### src/rtl/fetch_pkg.sv
`default_nettype none
// ============================================================================
// Module      : fetch_pkg
// Description : Shared definitions for the instruction fetch stage: default
//               widths, opcode field layout and constants, FSM state type.
//               Prefetch mode is selected with the FETCH_PREFETCH_EN macro.
// Revision    : 1.0 - initial release
// ============================================================================
package fetch_pkg;

    localparam int PC_W_DEFAULT    = 8;
    localparam int INSTR_W_DEFAULT = 16;

    // Opcode is the top OPC_W bits of the instruction word: instr[INSTR_W-1 -: OPC_W]
    localparam int OPC_W = 3;

    localparam logic [OPC_W-1:0] OP_LOAD  = 3'b000;
    localparam logic [OPC_W-1:0] OP_STORE = 3'b100;

    // Depth of the prefetch buffer
    localparam int FIFO_DEPTH = 2;

    typedef enum logic [1:0] {
        S_IDLE = 2'd0,
        S_REQ  = 2'd1,
        S_HOLD = 2'd2
    } fetch_state_t;

endpackage
`default_nettype wire

### src/rtl/fetch_buffer.sv
`default_nettype none
// ============================================================================
// Module      : fetch_buffer
// Description : Two-entry FIFO between instruction memory and decode, used in
//               prefetch mode (FETCH_PREFETCH_EN). Flush empties it in one edge.
// Revision    : 1.0 - initial release
// ============================================================================
module fetch_buffer
    import fetch_pkg::*;
#(
    parameter int W = 24
) (
    input  logic         clk,
    input  logic         rst,
    input  logic         i_flush,
    input  logic         i_push,
    input  logic [W-1:0] i_data,
    input  logic         i_pop,
    output logic [W-1:0] o_data,
    output logic         o_full,
    output logic         o_empty
);

    logic [W-1:0] r_mem [FIFO_DEPTH];
    logic         r_wr_ptr;
    logic         r_rd_ptr;
    logic [1:0]   r_count;
    logic         w_do_push;
    logic         w_do_pop;

    assign o_full    = (r_count == 2'(FIFO_DEPTH));
    assign o_empty   = (r_count == 2'd0);
    assign w_do_push = i_push && !o_full;
    assign w_do_pop  = i_pop && !o_empty;
    assign o_data    = r_mem[r_rd_ptr];

    // Storage, pointers and occupancy; a simultaneous push and pop keeps the count
    always_ff @(posedge clk) begin
        if (rst) begin
            r_mem[0] <= '0;
            r_mem[1] <= '0;
            r_wr_ptr <= 1'b0;
            r_rd_ptr <= 1'b0;
            r_count  <= 2'd0;
        end else if (i_flush) begin
            r_wr_ptr <= 1'b0;
            r_rd_ptr <= 1'b0;
            r_count  <= 2'd0;
        end else begin
            if (w_do_push) begin
                r_mem[r_wr_ptr] <= i_data;
                r_wr_ptr        <= ~r_wr_ptr;
            end
            if (w_do_pop) begin
                r_rd_ptr <= ~r_rd_ptr;
            end
            case ({w_do_push, w_do_pop})
                2'b10:   r_count <= r_count + 2'd1;
                2'b01:   r_count <= r_count - 2'd1;
                default: r_count <= r_count;
            endcase
        end
    end

endmodule
`default_nettype wire

### src/rtl/fetch_stage.sv
`default_nettype none
// ============================================================================
// Module      : fetch_stage
// Description : Instruction fetch stage. Requests words from instruction
//               memory and presents them to decode with a valid/ready
//               handshake. Redirect flushes and restarts at a new PC.
//               Define FETCH_PREFETCH_EN for the 2-entry prefetch variant.
// Revision    : 1.0 - initial release
// ============================================================================
module fetch_stage
    import fetch_pkg::*;
#(
    parameter int               PC_W     = PC_W_DEFAULT,
    parameter int               INSTR_W  = INSTR_W_DEFAULT,
    parameter logic [PC_W-1:0]  RESET_PC = '0
) (
    input  logic               clk,
    input  logic               rst,
    output logic               imem_req,
    output logic [PC_W-1:0]    imem_addr,
    input  logic               imem_ack,
    input  logic [INSTR_W-1:0] imem_rdata,
    input  logic               redirect_valid,
    input  logic [PC_W-1:0]    redirect_pc,
    output logic               instr_valid,
    input  logic               instr_ready,
    output logic [INSTR_W-1:0] instr,
    output logic [PC_W-1:0]    instr_pc,
    output logic [OPC_W-1:0]   op_code
);

    localparam logic [PC_W-1:0] c_pc_one = {{(PC_W-1){1'b0}}, 1'b1};

    fetch_state_t    r_state;
    logic [PC_W-1:0] r_pc;

    assign imem_addr = r_pc;
    assign op_code   = instr[INSTR_W-1 -: OPC_W];

`ifdef FETCH_PREFETCH_EN

    logic                    w_push;
    logic                    w_pop;
    logic                    w_full;
    logic                    w_empty;
    logic [PC_W+INSTR_W-1:0] w_head;

    // Keep requesting while the buffer has room; accepted words enter the FIFO
    assign imem_req    = (r_state != S_IDLE) && !w_full;
    assign w_push      = imem_req && imem_ack && !redirect_valid;
    assign instr_valid = !w_empty;
    assign w_pop       = instr_valid && instr_ready && !redirect_valid;
    assign {instr_pc, instr} = w_head;

    // Control state and fetch address; a redirect empties the FIFO on the same edge
    always_ff @(posedge clk) begin
        if (rst) begin
            r_state <= S_IDLE;
            r_pc    <= RESET_PC;
        end else if (redirect_valid) begin
            r_state <= S_REQ;
            r_pc    <= redirect_pc;
        end else begin
            if (r_state == S_IDLE) begin
                r_state <= S_REQ;
            end
            if (w_push) begin
                r_pc <= r_pc + c_pc_one;
            end
        end
    end

    fetch_buffer #(
        .W (PC_W + INSTR_W)
    ) u_fetch_buffer (
        .clk     (clk),
        .rst     (rst),
        .i_flush (redirect_valid),
        .i_push  (w_push),
        .i_data  ({r_pc, imem_rdata}),
        .i_pop   (w_pop),
        .o_data  (w_head),
        .o_full  (w_full),
        .o_empty (w_empty)
    );

`else

    logic               r_imem_req;
    logic               r_instr_valid;
    logic [INSTR_W-1:0] r_instr;
    logic [PC_W-1:0]    r_instr_pc;

    assign imem_req    = r_imem_req;
    assign instr_valid = r_instr_valid;
    assign instr       = r_instr;
    assign instr_pc    = r_instr_pc;

    // One-deep fetch FSM: request, capture on ack, hold for decode, repeat
    always_ff @(posedge clk) begin
        if (rst) begin
            r_state       <= S_IDLE;
            r_pc          <= RESET_PC;
            r_imem_req    <= 1'b0;
            r_instr_valid <= 1'b0;
            r_instr       <= '0;
            r_instr_pc    <= '0;
        end else if (redirect_valid) begin
            // Any ack or ready in this cycle is dropped
            r_state       <= S_REQ;
            r_pc          <= redirect_pc;
            r_imem_req    <= 1'b1;
            r_instr_valid <= 1'b0;
        end else begin
            case (r_state)
                S_IDLE: begin
                    r_state    <= S_REQ;
                    r_imem_req <= 1'b1;
                end
                S_REQ: begin
                    if (imem_ack) begin
                        r_instr       <= imem_rdata;
                        r_instr_pc    <= r_pc;
                        r_pc          <= r_pc + c_pc_one;
                        r_state       <= S_HOLD;
                        r_imem_req    <= 1'b0;
                        r_instr_valid <= 1'b1;
                    end
                end
                S_HOLD: begin
                    if (instr_ready) begin
                        r_state       <= S_REQ;
                        r_imem_req    <= 1'b1;
                        r_instr_valid <= 1'b0;
                    end
                end
                default: begin
                    r_state       <= S_IDLE;
                    r_imem_req    <= 1'b0;
                    r_instr_valid <= 1'b0;
                end
            endcase
        end
    end

`endif

endmodule
`default_nettype wire

### config.mk
export PLATFORM = sky130hd
export DESIGN_NAME = fetch_stage
export DESIGN_NICKNAME = d
export VERILOG_FILES = /design/src/rtl/fetch_pkg.sv /design/src/rtl/fetch_buffer.sv /design/src/rtl/fetch_stage.sv
export SDC_FILE = /design/constraint.sdc
export NUM_CORES = 1
export LEC_CHECK = 0
export BUFFER_PORTS_ARGS = -buffer_cell sky130_fd_sc_hd__buf_2
export CAP_MARGIN = 20
export CORE_ASPECT_RATIO = 1.25
export CORE_MARGIN = 1
export CORE_UTILIZATION = 43
export DETAILED_ROUTE_END_ITERATION = 6
export PLACE_DENSITY = 0.75
export SYNTH_ARGS = -nofsm -noshare
export SYNTH_HDL_FRONTEND = slang
export SYNTH_SLANG_ARGS = --single-unit
### constraint.sdc
create_clock -name clk -period 1.4 [get_ports clk]
set_clock_uncertainty 0.1 [all_clocks]
set_input_delay 0.42 -clock clk [delete_from_list [all_inputs] [get_ports clk]]
set_output_delay 0.42 -clock clk [all_outputs]
set_load 0.01 [all_outputs]
-- Yosys cells after proc, flatten, opt, wreduce, memory -nomap -nowiden
Cells that the tools add are included.
- add/subtract/negate cells: 1
- equality and inequality tests: 6
- mux-type cells: 14
- bitwise operators: 2
- reductions and logical operators: 9
- operator list (cell ; number):
    8-bit 2-to-1 mux ; 3
    8-bit by 1-bit adder with 8-bit output (second input constant) ; 1
    1-bit 2-to-1 mux ; 6
    3-bit inequality test (second input constant) ; 2
    1-bit one-hot mux with 3 select lines ; 2
    2-bit one-hot mux with 3 select lines ; 1
    2-bit AND reduction ; 3
    3-bit AND reduction ; 2
    2-bit 2-to-1 mux ; 2
    2-bit inequality test (second input constant) ; 2
    2-bit nonzero test ; 2
    2-bit by 1-bit equality test with 1-bit output (second input constant) ; 1
    2-bit equality test (second input constant) ; 1
    2-bit logical NOT ; 1
    1-bit NOT ; 2
    2-bit OR reduction ; 1
- register bits after elaboration: 36
- input bits: 29
- output and inout bits: 37
- logic and storage cells: 39

-- Longest topological paths before layout
Gate-level depths: netlist (run 1).
- depth in word-level cells: 4
- mapped depth: 6

-- Least setup slack after synthesis (run 1)
Ideal clock, no wire load.
- kind: reg-to-reg
- from: register r_state[0]
- to: register r_instr[0] (netlist: instr[0])
- data arrival time: 1177 ps
- required time: 1157 ps
- path slack: -20 ps
- stages on the path, launching flop included: 7
- buffers on the path: 2
- period minus slack after synthesis: 1420 ps
- path through: dfxtp_1 nand3b_4 or2_1 buf_6 buf_12 nand2_2 a21oi_2
- cells in the longest elaborated chain, start to end: 2
- RTL lines (what ; RTL line ; source):
    start, declared ; fetch_stage.sv:34 ; fetch_state_t r_state;
    start signal, assigned ; fetch_stage.sv:102 ; r_state <= S_IDLE;
    start signal, assigned ; fetch_stage.sv:110 ; r_state <= S_REQ;
    start signal, assigned ; fetch_stage.sv:117 ; r_state <= S_REQ;
    2-bit by 1-bit equality test with 1-bit output ; fetch_stage.sv:115 ; case (r_state)
    3-bit AND reduction (no line) ; -- ;
    end signal, assigned ; fetch_stage.sv:122 ; r_instr <= imem_rdata;
    end, declared ; fetch_stage.sv:91 ; logic [INSTR_W-1:0] r_instr;
No other way between the ends.
A chain may end at the register's enable or synchronous reset.

-- Worst setup path in the final report (run 1)
- from: register r_pc[4] (netlist: imem_addr[4])
- to: output port imem_addr[4]
- RTL lines (what ; RTL line ; source):
    start, declared ; fetch_stage.sv:35 ; logic [PC_W-1:0] r_pc;
    start signal, assigned ; fetch_stage.sv:111 ; r_pc <= redirect_pc;
    start signal, assigned ; fetch_stage.sv:124 ; r_pc <= r_pc + c_pc_one;
    end, declared ; fetch_stage.sv:20 ; output logic [PC_W-1:0] imem_addr,
No word-level cell between the ends.

==> flow_summary.ini, run 1 <==
[power_and_ir_drop]
max-vdd-ir-drop_v = 0.000651
power_density_mw_per_mm2 = 993
p_leak_nw = 0.966
total_power_mw = 2.15

[placed_design]
routabilityCongestion = 0.791
postPlaceCellArea_mm2 = 0.00205
port_buffers = 65
dp.final_hpwl_um = 2510

[floorplanning]
rows = 24
io_pins = 66
start_util_pct = 45.9
die_h_um = 71.0
die_x_um = 57.2
dieArea_mm2 = 0.00406
core_mm2 = 0.00357

[clock_tree]
clkTransAtPathRegs_ns = 0.07
postCtsSetupRepairBufs = 0
htree_levels = 2
numCtsBuffers = 5
cts_hold_buf = 0
clkSinkCount = 36
clock_path_buffers = 2
cts_tree = built
clock_latency_ns = 0.28
cts-root-buf = clkbuf_8

[synthesis]
yosys.area.top_type = dfxtp_1
synthCells = 182
synth_area_leaders = dfxtp_1 (44%), a21oi_2 (11%), nand2_2 (7.6%)
post_synth_num_cell_types = 32
yosysSeqAreaShare_pct = 44.0
synth_top_area_share_pct = 44.0
yosys_warnings = 0
synth_ff_type = dfxtp_1
synthesis.area_mm2 = 0.00164
synth_edf_count = 0
synth_nets = 212
avgSynthCellArea_um2 = 9.01
synthArstFlopShare_pct = 0
synth_seq_cells = 36

[timing]
min_period_ns = 1.37
tns_ns = 0
finalMaxSlewViolations = 0
fmax_ghz = 0.732
fin_worst_hold_slack_ns = 0.279
finalCritPeriodShare_pct = 97.6
final_hold_viol_count = 0
relSlewSlack_pct = 82.0
setup_viol = 0
worst_pin_slew_ns = 0.270
rsz0062_at_grt = true

[critical_path]
startpoint_type = flop
cp_slowest_cell = dfxtp_1
path_class = reg2out
critPathCaptureType = output pin
critical-path-top-delay-family = flip-flops
path_max_fanout = 5
cp.required_ns = 0.88
cpPeakStageDelay_ns = 0.41
path_cells = buf_2
critPathBufInv = 1
cp.arrival_ns = 0.85

[global_routing]
track_usage_pct = 17.5
grt_max_degree = 17
grt_pass1_wl_um = 5570
antenna_found_initial = 0
overflow = 0
grt_pass1_vias = 1276

[detailed_routing]
dr.pass1.iters = 6
drtAntennaViolNets = 0
via_per_inst = 4.70
drc_errors = 12
route.final.wire_length_um = 3390
vias = 1373
wire_per_inst_um = 11.6
drtIter0Drc = 58

[flow_run]
maxCapViolCount = 0

[finish]
fin_util_pct = 60.5
syn_to_final_growth_pct = 32.0
layout-drive-gt1-share_pct = 53.8
fillers = 326
design_area_mm2 = 0.00216
nets = 282
register_area_um2 = 733
multi_input_area_um2 = 785
num_antenna_cells = 0

[outcome]
status = complete, but fails checks
violations = DRC

[worst_hold_path]
holdCritPathClass = in2reg
-- logic make-up after synthesis --
group	count (synthesis)	share of synthesized area, %
compound gates	41	17.9
mux	3	1.83
xor+xnor	7	3.74
fa+ha+maj	1	0.763
buf+inv	20	8.32
simple gates	74	23.5
flops	36	44.0
-- through the flow --
stage | cells | setup slack, ns
floorplan | 182 | 0.000706
global placement | 285 | -0.0729
detailed placement | 285 | -0.0993
CTS | 292 | 0.00999
global route | 292 | -0.00360
finish | 292 | 0.0330
-- cells in the final DEF, fill, tap and decap left out, drive strengths merged --
cell and n:
o21ai 4, nor3 1, dfxtp 36, a21o 1, nand4 1, nand2b 1, xor2 3, clkinv 2
buf 77, nand2 53, ha 1, nand3b 2, a21oi 32, mux2i 3, nor2 9, nand4b 1
nor2b 1, or2 2, clkbuf 6, nand3 2, inv 6, o21a 4, xnor2 4, nor4 1
-- what timing repair did --
item	in CTS	in global routing
pin swaps	0	1
setup endpoints to repair	4	26
gates resized for setup	6	5
-- synthesized netlist by cell type, drive strengths merged, types with 2 or more instances --
library cell   n
nand3b         2
o21ai          4
inv            6
mux2i          3
xnor2          4
or2            2
dfxtp         36
buf            9
nand3          2
nand2         53
o21a           4
nor2           9
a21oi         32
xor2           3
clkbuf         5
-- power breakdown --
part           internal (mW)  switching, mW  total, mW
sequential              1.07         0.0397       1.11
combinational          0.150          0.153      0.303
clock                  0.392          0.347      0.739
-- registers in the layout, indices dropped and copies added, names as in the netlist --
| register | count |
|---|---|
| instr | 16 |
| imem_addr | 8 |
| instr_pc | 8 |
| r_state | 2 |
| imem_req | 1 |
| instr_valid | 1 |
-- path summary, 6_finish.rpt --
kind | cells after the start | slack (ns) | start | to
hold reg to reg | 2 | 0.36 | instr_pc[5] | instr_pc[5]
hold / removal | 3 | 0.28 | redirect_pc[0] | imem_addr[0]
setup reg to reg | 5 | 0.07 | imem_addr[0] | imem_addr[6]
setup / recovery | 1 | 0.03 | imem_addr[4] | imem_addr[4]
-- layer usage --
metal	share of wire, %	global-route usage [%]	vias up
met4	1.1	5.69	0
met1	48	22.6	614
met2	47	27.3	33
met5	0	0	-
met3	4.1	6.03	2
li1	-	-	724
-- layout make-up --
class,count,area share (%)
Inverter,6,1.04
Clock inverter,2,0.463
Sequential cell,36,33.9
Clock buffer,6,3.82
Timing Repair Buffer,77,22.3
Multi-Input combinational cell,126,36.3
Tap cell,39,2.26
Power figures use the tool's default switching activity.
==> run 2: changes to the inputs <==
--- a/config.mk
+++ b/config.mk
@@ -5,7 +5,7 @@
 export SDC_FILE = /design/constraint.sdc
 export NUM_CORES = 1
 export LEC_CHECK = 0
-export BUFFER_PORTS_ARGS = -buffer_cell sky130_fd_sc_hd__buf_2
+export BUFFER_PORTS_ARGS = -buffer_cell sky130_fd_sc_hd__clkbuf_2
 export CAP_MARGIN = 20
 export CORE_ASPECT_RATIO = 1.25
 export CORE_MARGIN = 1
@@ -14,4 +14,5 @@
 export PLACE_DENSITY = 0.75
 export SYNTH_ARGS = -nofsm -noshare
 export SYNTH_HDL_FRONTEND = slang
+export SYNTH_HIERARCHICAL = 1
 export SYNTH_SLANG_ARGS = --single-unit
==> run 2 against run 1 <==
The run still ends with DRC left. Routed wire length increased by 3.7%. Utilization shrank 0.28 points. Critical path depth rose by 1. Setup slack improved by 0.0057 ns. Hold slack got worse by 0.017 ns. Count of clock-buffer cells in the layout is the same. Combinational power is 2% higher. Largest cell class unchanged.
==> flow_summary.ini, run 2 <==
[timing]
min_period_ns = 1.36
relSlewSlack_pct = 82.8
rsz0062_at_grt = false
finalMaxSlewViolations = 0
worst_pin_slew_ns = 0.256
setup_viol = 0
final_hold_viol_count = 0
timing.final.ws_setup_ns = 0.0387
finalCritPeriodShare_pct = 97.2
fmax_ghz = 0.735

[placed_design]
port_buffers = 65
place_ws_ns = -0.0783
dp.final_hpwl_um = 2700
routabilityCongestion = 0.761

[critical_path]
path_max_fanout = 5
critPathCaptureType = output pin
path_class = reg2out
cp.arrival_ns = 0.84
startpoint_type = flop
cp.required_ns = 0.88

[clock_tree]
clkSinkCount = 36
cts-root-buf = clkbuf_8
postCtsSetupRepairBufs = 0
clock_latency_ns = 0.28
htree_levels = 2
cts_hold_buf = 0
numCtsBuffers = 5
clkTransAtPathRegs_ns = 0.06
clock_path_buffers = 2
cts_tree = built

[synthesis]
synthesis.area_mm2 = 0.00164
post_synth_num_cell_types = 32
avgSynthCellArea_um2 = 9.01
synth_mux_area_share_pct = 1.83
synth-xor-area-share_pct = 3.74
synth_ff_type = dfxtp_1
yosys_warnings = 6
yosys.area.top_type = dfxtp_1
synthArstFlopShare_pct = 0
yosysSeqAreaShare_pct = 44.0
synth_top_area_share_pct = 44.0
synth_top_family_by_area = simple AND/OR/NAND/NOR gates
synth_nets = 212
synth-simple-area-share_pct = 23.5
synth_seq_cells = 36
yosysMostFrequentCell = dfxtp_1
synthCells = 182
synthAdderAreaFrac_pct = 0.763
synth_commonest_cells = dfxtp_1 (36), nand2_1 (33), a21oi_2 (20), nand2_2 (20), a21oi_1 (12)
synth_edf_count = 0
synth_compound_area_share_pct = 17.9
synth_area_leaders = dfxtp_1 (44%), a21oi_2 (11%), nand2_2 (7.6%)

[global_routing]
overflow = 0
grt_max_degree = 18
grt_pass1_wl_um = 5870
antenna_found_initial = 0
grt_pass1_vias = 1358
track_usage_pct = 18.9

[flow_run]
maxCapViolCount = 0

[power_and_ir_drop]
p_sw_share_pct = 25.5
p_switching_mw = 0.533
power_density_mw_per_mm2 = 971
total_power_mw = 2.09
p_leak_nw = 0.940
pwr-share-clk_pct = 32.3
intPower_mw = 1.56
comb_power_share_pct = 14.8
max-vdd-ir-drop_v = 0.000604
seq_power_share_pct = 52.9

[finish]
syn_to_final_growth_pct = 31.4
num_antenna_cells = 0
layout-drive-gt1-share_pct = 53.5
largest_reg_flops = 16
mostFrequentLayoutCells = clkbuf_2 (63), nand2_1 (33), dfxtp_1 (29), nand2_2 (20), a21oi_2 (20)
nets = 284
layout_commonest_cell = clkbuf_2
fillers = 327

[floorplanning]
start_util_pct = 45.9
die_x_um = 57.2
dieArea_mm2 = 0.00406
die_h_um = 71.0
io_pins = 66
core_mm2 = 0.00357
rows = 24

[detailed_routing]
vias = 1425
drtIter0Drc = 46
route.final.wire_length_um = 3520
drc_errors = 5
via_per_inst = 4.86
drtAntennaViolNets = 0
wire_per_inst_um = 12.0
dr.pass1.iters = 7

[worst_hold_path]
holdCritPathClass = in2reg

[outcome]
status = complete, but fails checks
violations = DRC
-- run 2: through the flow --
step                setup TNS (ns)  utilization, %  cells  cell area, um^2  hold slack, ns
floorplan                        0               -    182             1640           0.373
global placement            -0.871            57.2    286             2040           0.347
detailed placement           -1.69            57.2    286             2040           0.348
CTS                              0            59.6    293             2130           0.252
global route                     0            60.3    293             2150           0.254
finish                           0            60.3    293             2150           0.262
-- run 2: logic make-up (layout without fill, tap and decap cells) --
kind of cell,after synthesis,in the layout
adder cells (fa/ha/maj),1,1
buffers and inverters,20,92
AND/OR/NAND/NOR,74,74
flip-flops,36,36
multiplexers,3,3
AO/OA/AOI/OAI,41,41
XOR/XNOR,7,7
-- run 2: power by group through the flow --
stage / logic, mW / clock network (mW) / registers, mW
floorplan: 0.156 / 0 / 1.14
global placement: 0.297 / 0 / 1.13
detailed placement: 0.303 / 0 / 1.13
CTS: 0.306 / 0.702 / 1.11
global route: 0.340 / 0.739 / 1.11
finish: 0.310 / 0.674 / 1.11
-- run 2: cell type report --
type	instances	area [um^2]	share of cell area [%]
multi-input cells	126	782	36.3
clock buffers	6	72.6	3.37
well taps	39	48.8	2.27
repair buffers	79	488	22.7
inverters	6	22.5	1.05
flip-flops and latches	36	734	34.1
clock inverters	1	5.00	0.232
-- run 2: timing repair --
action	in CTS	in global routing
pin swaps	0	0
setup endpoints to repair	4	6
resized for setup	5	9
gates cloned	0	0
-- run 2: worst paths after layout --
path                   from      endpoint  slack [ns]  cells past startpoint
max reg2reg      r_state[1]      instr[7]        0.09                      6
min          imem_rdata[12]     instr[12]        0.26                      3
min reg2reg     instr_valid   instr_valid        0.36                      2
max            imem_addr[0]  imem_addr[0]        0.04                      2
-- run 2: layer usage --
| metal | GRT usage (%) | wire [um] | up-vias |
|---|---|---|---|
| met5 | 0 | 0 | - |
| met4 | 8.94 | 70 | 0 |
| met3 | 5.30 | 154 | 5 |
| met2 | 32.3 | 1790 | 39 |
| met1 | 21.4 | 1510 | 649 |
| li1 | - | - | 732 |
-- run 2: worst max-delay path: stages (launching register included) --
cell and delay [ns]:
dfxtp_2 0.32, buf_6 0.12, buf_6 0.11
